File: config.mk
export PLATFORM = sky130hd
export DESIGN_NAME = path_gen_multi
export DESIGN_NICKNAME = d
export VERILOG_FILES = /design/src/rtl/path_gen_multi.sv
export SDC_FILE = /design/constraint.sdc
export NUM_CORES = 1
export LEC_CHECK = 0
export ABC_AREA = 1
export BUFFER_PORTS_ARGS = -buffer_cell sky130_fd_sc_hd__buf_4
export CAP_MARGIN = 20
export CORE_MARGIN = 1.5
export CORE_UTILIZATION = 69
export CTS_CLUSTER_DIAMETER = 30
export CTS_CLUSTER_SIZE = 14
export DETAILED_ROUTE_END_ITERATION = 7
export PLACE_DENSITY_LB_ADDON = 0.2
export SYNTH_ARGS = -nofsm -noshare
export SYNTH_HDL_FRONTEND = slang
export SYNTH_SLANG_ARGS = --single-unit
File: constraint.sdc
create_clock -name clk -period 11.35 [get_ports clk]
set_input_delay 1.135 -clock clk [delete_from_list [all_inputs] [get_ports clk]]
set_output_delay 1.135 -clock clk [all_outputs]
set_load 0.03 [all_outputs]
File: src/rtl/path_gen_multi.sv
// ============================================================================
//  Module   : path_gen_multi
//  Purpose  : Monte-Carlo price-path generator. One start produces NUM_PATHS
//             paths of NUM_DAYS days each, with S_d = (q +/- w*|eps|) * S_(d-1)
//             and S_(-1) = S0. Normal samples arrive on a valid/ready stream;
//             each day value leaves tagged with its day and path index.
//             FP12 is unsigned 12-bit fixed point with 8 fractional bits;
//             FP12_MULT(a,b) keeps bits [19:8] of the 24-bit product.
//  Ports    :
//    clk           in   clock
//    rst_n         in   asynchronous active-low reset
//    i_start       in   begin a run (sampled only when idle)
//    i_w           in   FP12 volatility term, latched on accepted start
//    i_q           in   FP12 drift term, latched on accepted start
//    i_s0          in   FP12 initial price, latched on accepted start
//    i_abort       in   synchronous flush, any state
//    i_eps_valid   in   epsilon sample valid
//    i_epsilon     in   [12] sign, [11:0] FP12 magnitude
//    o_eps_ready   out  high only while running
//    o_busy        out  high whenever not idle
//    o_path_valid  out  one-cycle strobe per produced day
//    o_path        out  FP12 price S_d
//    o_path_day    out  day index d
//    o_path_idx    out  path index p
//    o_path_last   out  last day of last path
//    o_done        out  one-cycle completion pulse
//  Revision : 1.0 - initial release
// ============================================================================
`default_nettype none

module path_gen_multi #(
   parameter int NUM_DAYS  = 8,
   parameter int NUM_PATHS = 4,
   parameter int DAY_W     = 3,
   parameter int PATH_W    = 2
) (
   input  logic              clk,
   input  logic              rst_n,
   input  logic              i_start,
   input  logic [11:0]       i_w,
   input  logic [11:0]       i_q,
   input  logic [11:0]       i_s0,
   input  logic              i_abort,
   input  logic              i_eps_valid,
   input  logic [12:0]       i_epsilon,
   output logic              o_eps_ready,
   output logic              o_busy,
   output logic              o_path_valid,
   output logic [11:0]       o_path,
   output logic [DAY_W-1:0]  o_path_day,
   output logic [PATH_W-1:0] o_path_idx,
   output logic              o_path_last,
   output logic              o_done
);

   localparam logic [DAY_W-1:0]  c_LAST_DAY  = DAY_W'(NUM_DAYS - 1);
   localparam logic [PATH_W-1:0] c_LAST_PATH = PATH_W'(NUM_PATHS - 1);

   typedef enum logic [1:0] {
      S_IDLE  = 2'd0,
      S_RUN   = 2'd1,
      S_DRAIN = 2'd2
   } state_t;

   function automatic logic [11:0] fp12_mult(input logic [11:0] a, input logic [11:0] b);
      return 12'((24'(a) * 24'(b)) >> 8);
   endfunction

   state_t              r_state;
   logic [11:0]         r_w, r_q, r_s0;
   logic [DAY_W-1:0]    r_day_cnt;
   logic [PATH_W-1:0]   r_path_cnt;
   logic                r_eps_ready, r_busy, r_done;
   // S1
   logic                r_v1, r_sign1;
   logic [11:0]         r_prod;
   logic [DAY_W-1:0]    r_day1;
   logic [PATH_W-1:0]   r_path1;
   // S2
   logic                r_v2;
   logic [11:0]         r_sum;
   logic [DAY_W-1:0]    r_day2;
   logic [PATH_W-1:0]   r_path2;
   // S3 / outputs
   logic                r_path_valid, r_path_last;
   logic [11:0]         r_path;
   logic [DAY_W-1:0]    r_path_day;
   logic [PATH_W-1:0]   r_path_idx;

   logic w_accept, w_last_accept;

   assign w_accept      = i_eps_valid & r_eps_ready;
   assign w_last_accept = w_accept && (r_day_cnt == c_LAST_DAY) && (r_path_cnt == c_LAST_PATH);

   always_ff @(posedge clk or negedge rst_n) begin
      if (!rst_n) begin
         r_state      <= S_IDLE;
         r_w          <= '0;
         r_q          <= '0;
         r_s0         <= '0;
         r_day_cnt    <= '0;
         r_path_cnt   <= '0;
         r_eps_ready  <= 1'b0;
         r_busy       <= 1'b0;
         r_done       <= 1'b0;
         r_v1         <= 1'b0;
         r_sign1      <= 1'b0;
         r_prod       <= '0;
         r_day1       <= '0;
         r_path1      <= '0;
         r_v2         <= 1'b0;
         r_sum        <= '0;
         r_day2       <= '0;
         r_path2      <= '0;
         r_path_valid <= 1'b0;
         r_path_last  <= 1'b0;
         r_path       <= '0;
         r_path_day   <= '0;
         r_path_idx   <= '0;
      end else begin
         r_done <= 1'b0;

         // Datapath registers move every cycle; only the valids qualify them.
         r_v1    <= w_accept;
         r_sign1 <= i_epsilon[12];
         r_prod  <= fp12_mult(r_w, i_epsilon[11:0]);
         r_day1  <= r_day_cnt;
         r_path1 <= r_path_cnt;

         r_v2    <= r_v1;
         r_sum   <= r_sign1 ? (r_q - r_prod) : (r_q + r_prod);
         r_day2  <= r_day1;
         r_path2 <= r_path1;

         r_path_valid <= r_v2;
         r_path_last  <= r_v2 && (r_day2 == c_LAST_DAY) && (r_path2 == c_LAST_PATH);
         // r_path doubles as S_(d-1): it only moves on a real day so bubbles keep it.
         if (r_v2 && !i_abort) begin
            r_path     <= fp12_mult(r_sum, (r_day2 == '0) ? r_s0 : r_path);
            r_path_day <= r_day2;
            r_path_idx <= r_path2;
         end

         if (i_abort) begin
            r_state      <= S_IDLE;
            r_eps_ready  <= 1'b0;
            r_busy       <= 1'b0;
            r_day_cnt    <= '0;
            r_path_cnt   <= '0;
            r_v1         <= 1'b0;
            r_v2         <= 1'b0;
            r_path_valid <= 1'b0;
            r_path_last  <= 1'b0;
         end else begin
            case (r_state)
               S_IDLE: begin
                  if (i_start) begin
                     r_w         <= i_w;
                     r_q         <= i_q;
                     r_s0        <= i_s0;
                     r_day_cnt   <= '0;
                     r_path_cnt  <= '0;
                     r_state     <= S_RUN;
                     r_eps_ready <= 1'b1;
                     r_busy      <= 1'b1;
                  end
               end
               S_RUN: begin
                  if (w_accept) begin
                     if (r_day_cnt == c_LAST_DAY) begin
                        r_day_cnt  <= '0;
                        r_path_cnt <= r_path_cnt + PATH_W'(1);
                     end else begin
                        r_day_cnt  <= r_day_cnt + DAY_W'(1);
                     end
                     if (w_last_accept) begin
                        r_state     <= S_DRAIN;
                        r_eps_ready <= 1'b0;
                     end
                  end
               end
               S_DRAIN: begin
                  // The S3 result of the final day is already leaving this cycle.
                  if (!r_v1 && !r_v2) begin
                     r_state <= S_IDLE;
                     r_busy  <= 1'b0;
                     r_done  <= 1'b1;
                  end
               end
               default: begin
                  r_state     <= S_IDLE;
                  r_eps_ready <= 1'b0;
                  r_busy      <= 1'b0;
               end
            endcase
         end
      end
   end

   assign o_eps_ready  = r_eps_ready;
   assign o_busy       = r_busy;
   assign o_done       = r_done;
   assign o_path_valid = r_path_valid;
   assign o_path       = r_path;
   assign o_path_day   = r_path_day;
   assign o_path_idx   = r_path_idx;
   assign o_path_last  = r_path_last;

endmodule

`default_nettype wire
After elaboration in Yosys (flattened, before gate mapping)
Cells that the tools add are included.
{ "op_classes": {"addsub": 4, "mul": 2, "eq_ne": 13, "n_mux": 33, "bitwise_logic": 2, "reduce_logical": 18} }
{ "ops": {"columns": ["operator", "count"], "rows": [
  ["multiplier 12 x 12 -> 20 bit", 2],
  ["two-way mux 12 bit", 2],
  ["two-way mux 2 bit", 9],
  ["!= test 3 bit, second input constant", 5],
  ["two-way mux 1 bit", 13],
  ["adder 12 bit", 1],
  ["two-way mux 3 bit", 4],
  ["AND reduction 4 bit", 3],
  ["subtractor 12 bit", 1],
  ["AND reduction 3 bit", 3],
  ["equality test 2 bit, second input constant", 3],
  ["equality test 3 bit, second input constant", 2],
  ["logical AND 1 bit", 6],
  ["case mux 1 bit (3 select lines)", 2],
  ["case mux 2 bit (3 select lines)", 1],
  ["case mux 3 bit (2 select lines)", 1],
  ["!= test 2 bit, second input constant", 2],
  ["case mux 2 bit (2 select lines)", 1],
  ["adder 3 x 1 -> 3 bit, second input constant", 1],
  ["zero test 1 bit", 3],
  ["zero test 3 bit", 1],
  ["nonzero test 3 bit", 1],
  ["adder 2 x 1 -> 2 bit, second input constant", 1],
  ["equality test 2 x 1 -> 1 bit, second input constant", 1],
  ["3 further kinds", 3]
]} }
{ "totals": {"register_bits": 102, "in_bits": 54} }

Depth between registers and ports, before layout
Gate-level depths: netlist of the first run.
{ "logic_depth": {"word_depth": 7, "mapped_depth": 29, "depth_no_buf": 28} }

Least setup slack after synthesis of the first run
OpenSTA, ideal clock, no wires.
{ "synth_timing": {"path_kind": "input-to-reg", "start": "in i_epsilon[3]", "end": "reg r_prod[11]", "setup_time_ns": 0.126, "arrival_time_ns": 5.148, "required_time_ns": 11.224, "slack_ns": 6.076, "cell_stages": 18, "path_cell_list": "clkbuf_1 > nand2_1 > fa_1 > fa_1 > fa_1 > inv_1 > fa_1 > inv_1 > fa_1 > inv_1 > ha_1 > a21oi_1 > o21ai_0 > a21oi_1 > nand2_1 > nand2_1 > nand2_1 > xor2_1"} }
{ "synth_via": {"elab_chain_cells": 1} }
{ "synth_lines": {"columns": ["item", "line", "source"], "rows": [
  ["start, declared", "45", "input logic [12:0] i_epsilon,"],
  ["multiplier 12 x 12 -> 20 bit", "66", "return 12'((24'(a) * 24'(b)) >> 8);"],
  ["end signal, assigned", "126", "r_prod <= fp12_mult(r_w, i_epsilon[11:0]);"],
  ["end, declared", "76", "logic [11:0] r_prod;"]
]} }
Every way passes these cells.
A chain may end at the register's enable or synchronous reset.

Worst setup path in the final report of the first run
{ "layout_timing": {"start": "reg r_day2[0]", "end": "reg r_path[9], in the netlist o_path[9]"} }
{ "layout_via": {"elab_chain_cells": 3} }
{ "layout_lines": {"columns": ["item", "line", "source"], "rows": [
  ["start, declared", "82", "logic [DAY_W-1:0] r_day2;"],
  ["start signal, assigned", "132", "r_day2 <= r_day1;"],
  ["zero test 3 bit", "139", "r_path <= fp12_mult(r_sum, (r_day2 == '0) ? r_s0 : r_path);"],
  ["two-way mux 12 bit", "139", null],
  ["multiplier 12 x 12 -> 20 bit", "66", null],
  ["end signal, assigned", "139", null],
  ["end, declared", "86", "logic [11:0] r_path;"]
]} }
Every way passes these cells.

==> summary.md, run 1 <==
| Metric | Value |
|---|---|
| Final setup TNS | 0 ns |
| GRT met2 Usage | 0.596 |
| Final Slew Violations | 0 |
| Total GRT Usage | 0.328 |
| Seq/Total Area, Yosys | 0.202 |
| Setup repair after global routing missed its margin | no |
| Area leader, netlist | fa_1 |
| Kind of critical path | reg2reg |
| WP data arrival | 5.79 ns |
| Fmax | 181 MHz |
| Cell variety after synth | 38 |
| Number of synthesized register bits | a little over 100 |
| H-tree depth | 3 |
| Worst Max-Slew Pin Slew | 0.751 ns |
| Largest net degree at the start of global routing | 62 |
| Warnings, synthesis | 0 |
| TritonCTS clock tree | done |
| Routed vias | slightly below 10k |
| Crit end category | register |
| Number of port buffers | 75 |
| Hold Buf Count CTS | 0 |
| Final Hold Fails | 0 |
| Post-synthesis average cell area | 8.35 µm² |
| Global-route wire length before repair | just over 50000 µm |
| Fin crit period | 5.53 ns |
| Hold depth | 0 |
| Origin of the critical flop-to-flop path | r_day2[0] |
| Initial antenna violation count | 0 |
| Filler cell count | 1339 |
| Worst R2R Path Depth | 25 |
| Met1 usage | 0.394 |
| Post-synthesis instance area | 0.0126 mm² |
| Drt pass-1 iters | 5 |
| Slew margin rel. | 0.495 |
| Hold path endpoint | r_path2[0] |
| CP required | 11.61 ns |
| Yosys top cell area share | 0.299 |
| Final setup fails | 0 |
| Mapped Cells | ~1.5k |
| CP max FO | 15 |
| Hold_sp | r_path1[0] |
| GPL Wtd Cong | 0.931 |
| Die X-Extent | 138 µm |
| Die H | 138 µm |
| Commonest non-fill, non-tap cell in the layout | inv_1 |
| GR Overflow Total | 0 |
| Number of vias per cell | around 5.5 |
| Drt drc | 0 |
| I/O pin count | 76 |
| HPWL Detailed | 24200 µm |
| Share of post-route cells with drive strength above 1 | 0.0957 |
| Starting Density | 0.704 |
| Clock buffer depth | 2 |
| Area delta synth->final | 8.14% |
| DR WL/cell | 16.5 µm |
| Routed Antenna Nets | 0 |
| PostCTS Resize Cnt | 0 |
| Met3 Use GR | 0.0426 |
| CTS sink cnt | 102 |
| Synth top area cells | fa_1 (30%), dfrtp_1 (20%), inv_1 (11%) |
| Initial DRC count | 656 |
| Cell with the largest stage delay on the worst path | fa_1 |
| # nets final | 1903 |
| Clock transition at path regs | around 0.080 ns |
| Fin crit share | 0.487 |
| Register-to-Register Setup Slack | 5.82 ns |
| Core area | 0.0180 mm² |
| Clock tree root driver cell | clkbuf_16 |
| Setup Buffers After CTS | 0 |
| Ant. Diodes | 0 |
| RR Endpoint | o_path[9] |
| Worst Hold Class | reg2reg |
| Status | finished clean |
| Final wirelength | 29700 µm |
| Num CTS Buffers | 9 |
| CP Launch Type | register |
| Vias in the first global route | 10.7k |
| Row Count | 49 |
| Full die area | 0.0192 mm² |
| Clk_lat worst skew | 0.37 ns |
| Critical path's largest stage delay | approximately 0.54 ns |
| GRT Max-Usage Layer | met2 |
| Max-cap violations | 0 |
| Synth Net Count | 1855 |
| Worst clock skew | 0.0189 ns |
| Commonest cells after routing, fill and taps aside | inv_1 (363), nand2_1 (354), fa_1 (189), dfrtp_1 (102), ha_1 (97) |
[critical path, delay by kind of cell (launching register included)]
family	cells	cell delay, ns
AOI/OAI and AO/OA	2	0.42
DFF	1	0.44
and+or+nand+nor	12	1.36
adders and majority gates	6	2.88
buffers and inverters	5	0.29
[area by class of cell]
cell class                      instances  area [µm²]  area share
Clock inverter                          7        97.6     0.00713
Tap cell                              229         287      0.0209
Clock buffer                            9         225      0.0165
Multi-Input combinational cell       1001        8540       0.624
Timing Repair Buffer                   78         586      0.0428
Sequential cell                       102        2550       0.187
Inverter                              371        1390       0.102
[worst max path at each step]
stage / startpoint / endpoint / slack (ns) / depth (start not counted)
floorplan: i_epsilon[3] / r_prod[11] / 6.08 / 18
global placement: r_day2[0] / o_path[9] / 5.93 / 25
detailed placement: r_day2[0] / o_path[9] / 5.87 / 25
CTS: r_day2[0] / o_path[9] / 5.84 / 25
global route: r_day2[1] / o_path[9] / 5.46 / 25
finish: r_day2[0] / o_path[9] / 5.82 / 25
[metal layers]
layer  part of all wire  up-vias
met5                  0        -
met4              0.038        0
met3              0.049       97
met2               0.52      379
met1               0.39     4853
li1                   -     4591
[through the flow]
step	hold slack, ns	util	worst slack (ns)	instances	instance area, µm²
floorplan	0.331	-	6.08	1515	12600
CTS	0.353	0.762	5.84	1797	13700
detailed placement	0.335	0.744	5.87	1781	13400
finish	0.353	0.762	5.82	1797	13700
global placement	0.332	0.744	5.93	1781	13400
global route	0.361	0.762	5.46	1797	13700
[sequential cells by signal, summed over array words and instances (netlist names), 2 cells and up]
signal / count
o_path: 12
r_s0: 12
r_day1: 3
r_sum: 12
r_state: 2
r_prod: 12
r_path_cnt: 2
r_day2: 3
r_day_cnt: 3
o_path_idx: 2
r_path2: 2
o_path_day: 3
r_q: 12
r_path1: 2
r_w: 12
[kinds of logic after synthesis]
| logic type | Yosys count | synth area share |
|---|---|---|
| compound gates | 110 | 0.0477 |
| flops | 102 | 0.202 |
| xor+xnor | 50 | 0.0346 |
| buf+inv | 412 | 0.124 |
| fa+ha+maj | 286 | 0.395 |
| mux | 33 | 0.0294 |
| simple gates | 522 | 0.168 |
[synthesized netlist by cell type]
library cell and instances:
mux2_2 33, xor2_1 30, nand4_1 11, buf_6 1
clkinv_1 2, nor2_1 83, o211ai_1 1, or2_2 3
nor2_2 1, xnor2_1 20, a21oi_1 50, o21bai_1 5
nor2_4 1, a31oi_1 3, buf_2 7, fa_1 189
o21a_1 3, ha_1 97, or2_1 5, clkbuf_1 28
nor3b_1 1, inv_2 6, inv_1 363, o2111ai_1 2
nand2_4 1, o21ai_2 3, nand3_1 36, o21ai_0 29
nand3b_1 3, nand2_2 7, buf_1 5, o21ai_1 11
nor3_1 14, o31ai_1 2, nor4_1 2, a21o_1 1
nand2_1 354, dfrtp_1 102
Power of run 1 is not shown: default switching activity piles up to over one toggle a cycle in this logic, so the estimate is an artifact.
==> inputs of run 2 (changes only) <==
Settings changed: ABC_AREA 1 to 0, CORE_UTILIZATION 69 to 57.
Clock period 11.35 ns to 4.6 ns, I/O delays scaled along.
==> summary.md, run 2 <==
| Metric | Value |
|---|---|
| Area of the multi-input gates | 0.00870 mm² (+1.9%) |
| TritonCTS clock tree | done |
| Worst R2R Path Depth | 22 (-12%) |
| Num CTS Buffers | 9 (unchanged) |
| Clock buffer depth | 2 (unchanged) |
| Synth Net Count | 1636 (-12%) |
| Fmax | 172 MHz (-5.1%) |
| WP buf/inv | 5 (unchanged) |
| Drt pass-1 iters | 4 (-1) |
| Area leader, netlist | fa_1 |
| Crit path depth | 22 (-12%) |
| Status | complete, but fails checks |
| Seq/Total Area, Yosys | 0.210 (+0.00782) |
| Post-synth top cells | inv_1 (254), nand2_1 (236), fa_1 (189) |
| Post-synthesis average cell area | 9.40 µm² (+13%) |
| GR Overflow Total | 0 (unchanged) |
| Cell with the largest stage delay on the worst path | fa_1 |
| Clk_lat worst skew | 0.37 ns (about the same) |
| Fin crit share | 1.27 (+0.780) |
| Number of port buffers | 75 (unchanged) |
| Violated checks | negative setup slack |
| Filler cell count | 1600 (+19%) |
| Final setup fails | 17 (+17) |
| Slew margin rel. | 0.318 (-0.177) |
| Final setup TNS | -15.07 ns (-15.07 ns) |
| HPWL Detailed | 22900 µm (-5.2%) |
| Commonest cells after routing, fill and taps aside | inv_1 (249), nand2_1 (231), buf_4 (216), fa_1 (186), dfrtp_1 (94) |
| FF/Latch Area | 0.00256 mm² (+0.39%) |
| Share of post-route cells with drive strength above 1 | 0.226 (+0.130) |
| Routed Antenna Nets | 0 (unchanged) |
| Global-route wire length before repair | 46400 µm (-7.8%) |
| CP Launch Type | register |
| Register-to-Register Setup Slack | -1.23 ns (-7.05 ns) |
| Worst Max-Slew Pin Slew | 1.02 ns (+0.272 ns) |
| Critical-path cell list | nor3_4 > buf_12 > mux2_4 > and2_4 > fa_1 > inv_2 > fa_1 > inv_1 > fa_1 > fa_1 > inv_1 > fa_1 > inv_2 > ha_4 > a2111o_1 > a2111oi_4 > o41ai_4 > nand3_2 > nand3b_1 > a21oi_2 > xor2_1 > o21ai_1 |
| Setup repair after global routing missed its margin | yes |
| Kind of critical path | reg2reg |
| GPL Wtd Cong | 0.909 (-2.4%) |
| Drt drc | 0 (unchanged) |
| Fin crit period | 5.83 ns (+0.298 ns) |
| Critical path's largest stage delay | 0.53 ns (about the same) |
| Crit path top cell by count | fa_1 |
| Yosys top cell area share | 0.311 (+0.0116) |
| Final wirelength | 27700 µm (-6.7%) |
| Commonest non-fill, non-tap cell in the layout | inv_1 |
| Mapped Cells | 1296 (-14%) |
| CP required | 4.82 ns (-6.79 ns) |
| Setup ws final | -1.23 ns (-7.05 ns) |
| DR WL/cell | 15.8 µm (-4.3%) |
| Synth Flop Type | dfrtp_1 |
| Clock transition at path regs | 0.08 ns (about the same) |
| H-tree depth | 3 (unchanged) |
| Crit end category | register |
| Starting Density | 0.579 (-0.125) |
| Warnings, synthesis | 0 (unchanged) |
| CP top delay family | adder cells |
| Area delta synth->final | 19.5% |
| I/O pin count | 76 (unchanged) |
| Clock tree root driver cell | clkbuf_16 |
| Number of vias per cell | 5.12 (-7.2%) |
| CTS sink cnt | 102 (unchanged) |
| Ant. Diodes | 0 (unchanged) |
| Worst clock skew | 0.0106 ns (-0.00829 ns) |
| Routed vias | 8966 (-9.6%) |
| Worst hold-check slack | 0.174 ns (-0.179 ns) |
| Number of synthesized register bits | 102 (unchanged) |
| Largest net degree at the start of global routing | 67 (+8.1%) |
| Die H | 149 µm (+7.8%) |
| # nets final | 1811 (-4.8%) |
| Count leader, synth | inv_1 |
| Max-cap violations | 0 (unchanged) |
| Initial antenna violation count | 0 (unchanged) |
| Full die area | 0.0223 mm² (+16%) |
| CP max FO | 7 (-8) |
| Row Count | 53 (+8.2%) |
| Cell variety after synth | 56 (+47%) |
| Synth top area cells | fa_1 (31%), dfrtp_1 (21%), ha_1 (10%) |
| WP data arrival | 6.05 ns (+0.26 ns) |
| Vias in the first global route | 9636 (-10%) |
| EDFF count, synth | 0 (unchanged) |
| Die X-Extent | 149 µm (+7.8%) |
| Total GRT Usage | 0.270 (-0.0585) |
| Worst Hold Class | in2async |
| Async set or reset register ratio after synthesis | 1.00 (unchanged) |
| Initial DRC count | 385 (-41%) |
| Core area | 0.0210 mm² (+17%) |
| Hold Buf Count CTS | 0 (unchanged) |
| Final Hold Fails | 0 (unchanged) |
| Post-synthesis instance area | 0.0122 mm² (-3.7%) |
| Final Slew Violations | 0 (unchanged) |
-- run 2: cell types whose count changed in the layout (fill, tap and decap cells not counted), moves of 30 or more --
cell / previous run / this run
nor2_1: 83 / 42
inv_1: 363 / 249
nand3_1: 35 / 3
and2_1: 0 / 81
buf_4: 78 / 216
a21oi_1: 50 / 20
nand2_1: 354 / 231
-- run 2: timing repair --
item / 4_1_cts / 5_1_grt
setup buffers: 4 / 2
setup endpoints to repair: 18 / 19
pin swaps: 10 / 10
gates resized for setup: 23 / 12
-- run 2: final cells by class --
cell class,count,area share
inverters,255,0.0658
clock inverters,7,0.00516
well taps,275,0.0236
flip-flops and latches,102,0.176
clock buffers,9,0.0155
multi-input cells,883,0.598
repair buffers,220,0.116
-- run 2: layer usage --
layer	share of wire	routed length [µm]	up-vias	GRT usage
met4	0.028	765	0	0.0931
met1	0.44	12100	4506	0.349
met5	0	0	-	0
met2	0.50	13900	153	0.466
met3	0.030	831	48	0.0367
li1	-	-	4259	-
-- run 2: cells by family after synthesis --
logic type,share of synthesized area
compound gates,0.0413
xor+xnor,0.0410
fa+ha+maj,0.410
buf+inv,0.0960
flops,0.210
mux,0.0450
simple gates,0.157
-- run 2: path summary, 6_finish.rpt --
kind                             endpoint          start
worst max-delay path            o_path[9]      r_day2[0]
worst min-delay path               r_q[4]          rst_n
worst max register to register  o_path[9]      r_day2[0]
worst min register to register  r_day2[2]      r_day1[2]
max in group asynchronous          r_w[2]          rst_n
min in group clk                  r_sign1  i_epsilon[12]
-- run 2: per-stage QoR --
stage | setup slack (ns) | util | area [µm²] | instances
after global routing | -1.52 | 0.692 | 14600 | 1751
after CTS | -1.25 | 0.690 | 14500 | 1749
final | -1.23 | 0.692 | 14600 | 1751
after detailed placement | -1.27 | 0.669 | 14100 | 1729
after global placement | -1.21 | 0.669 | 14100 | 1729
after floorplan | -1.20 | - | 12400 | 1296
Power of run 2 is left out for the same reason.
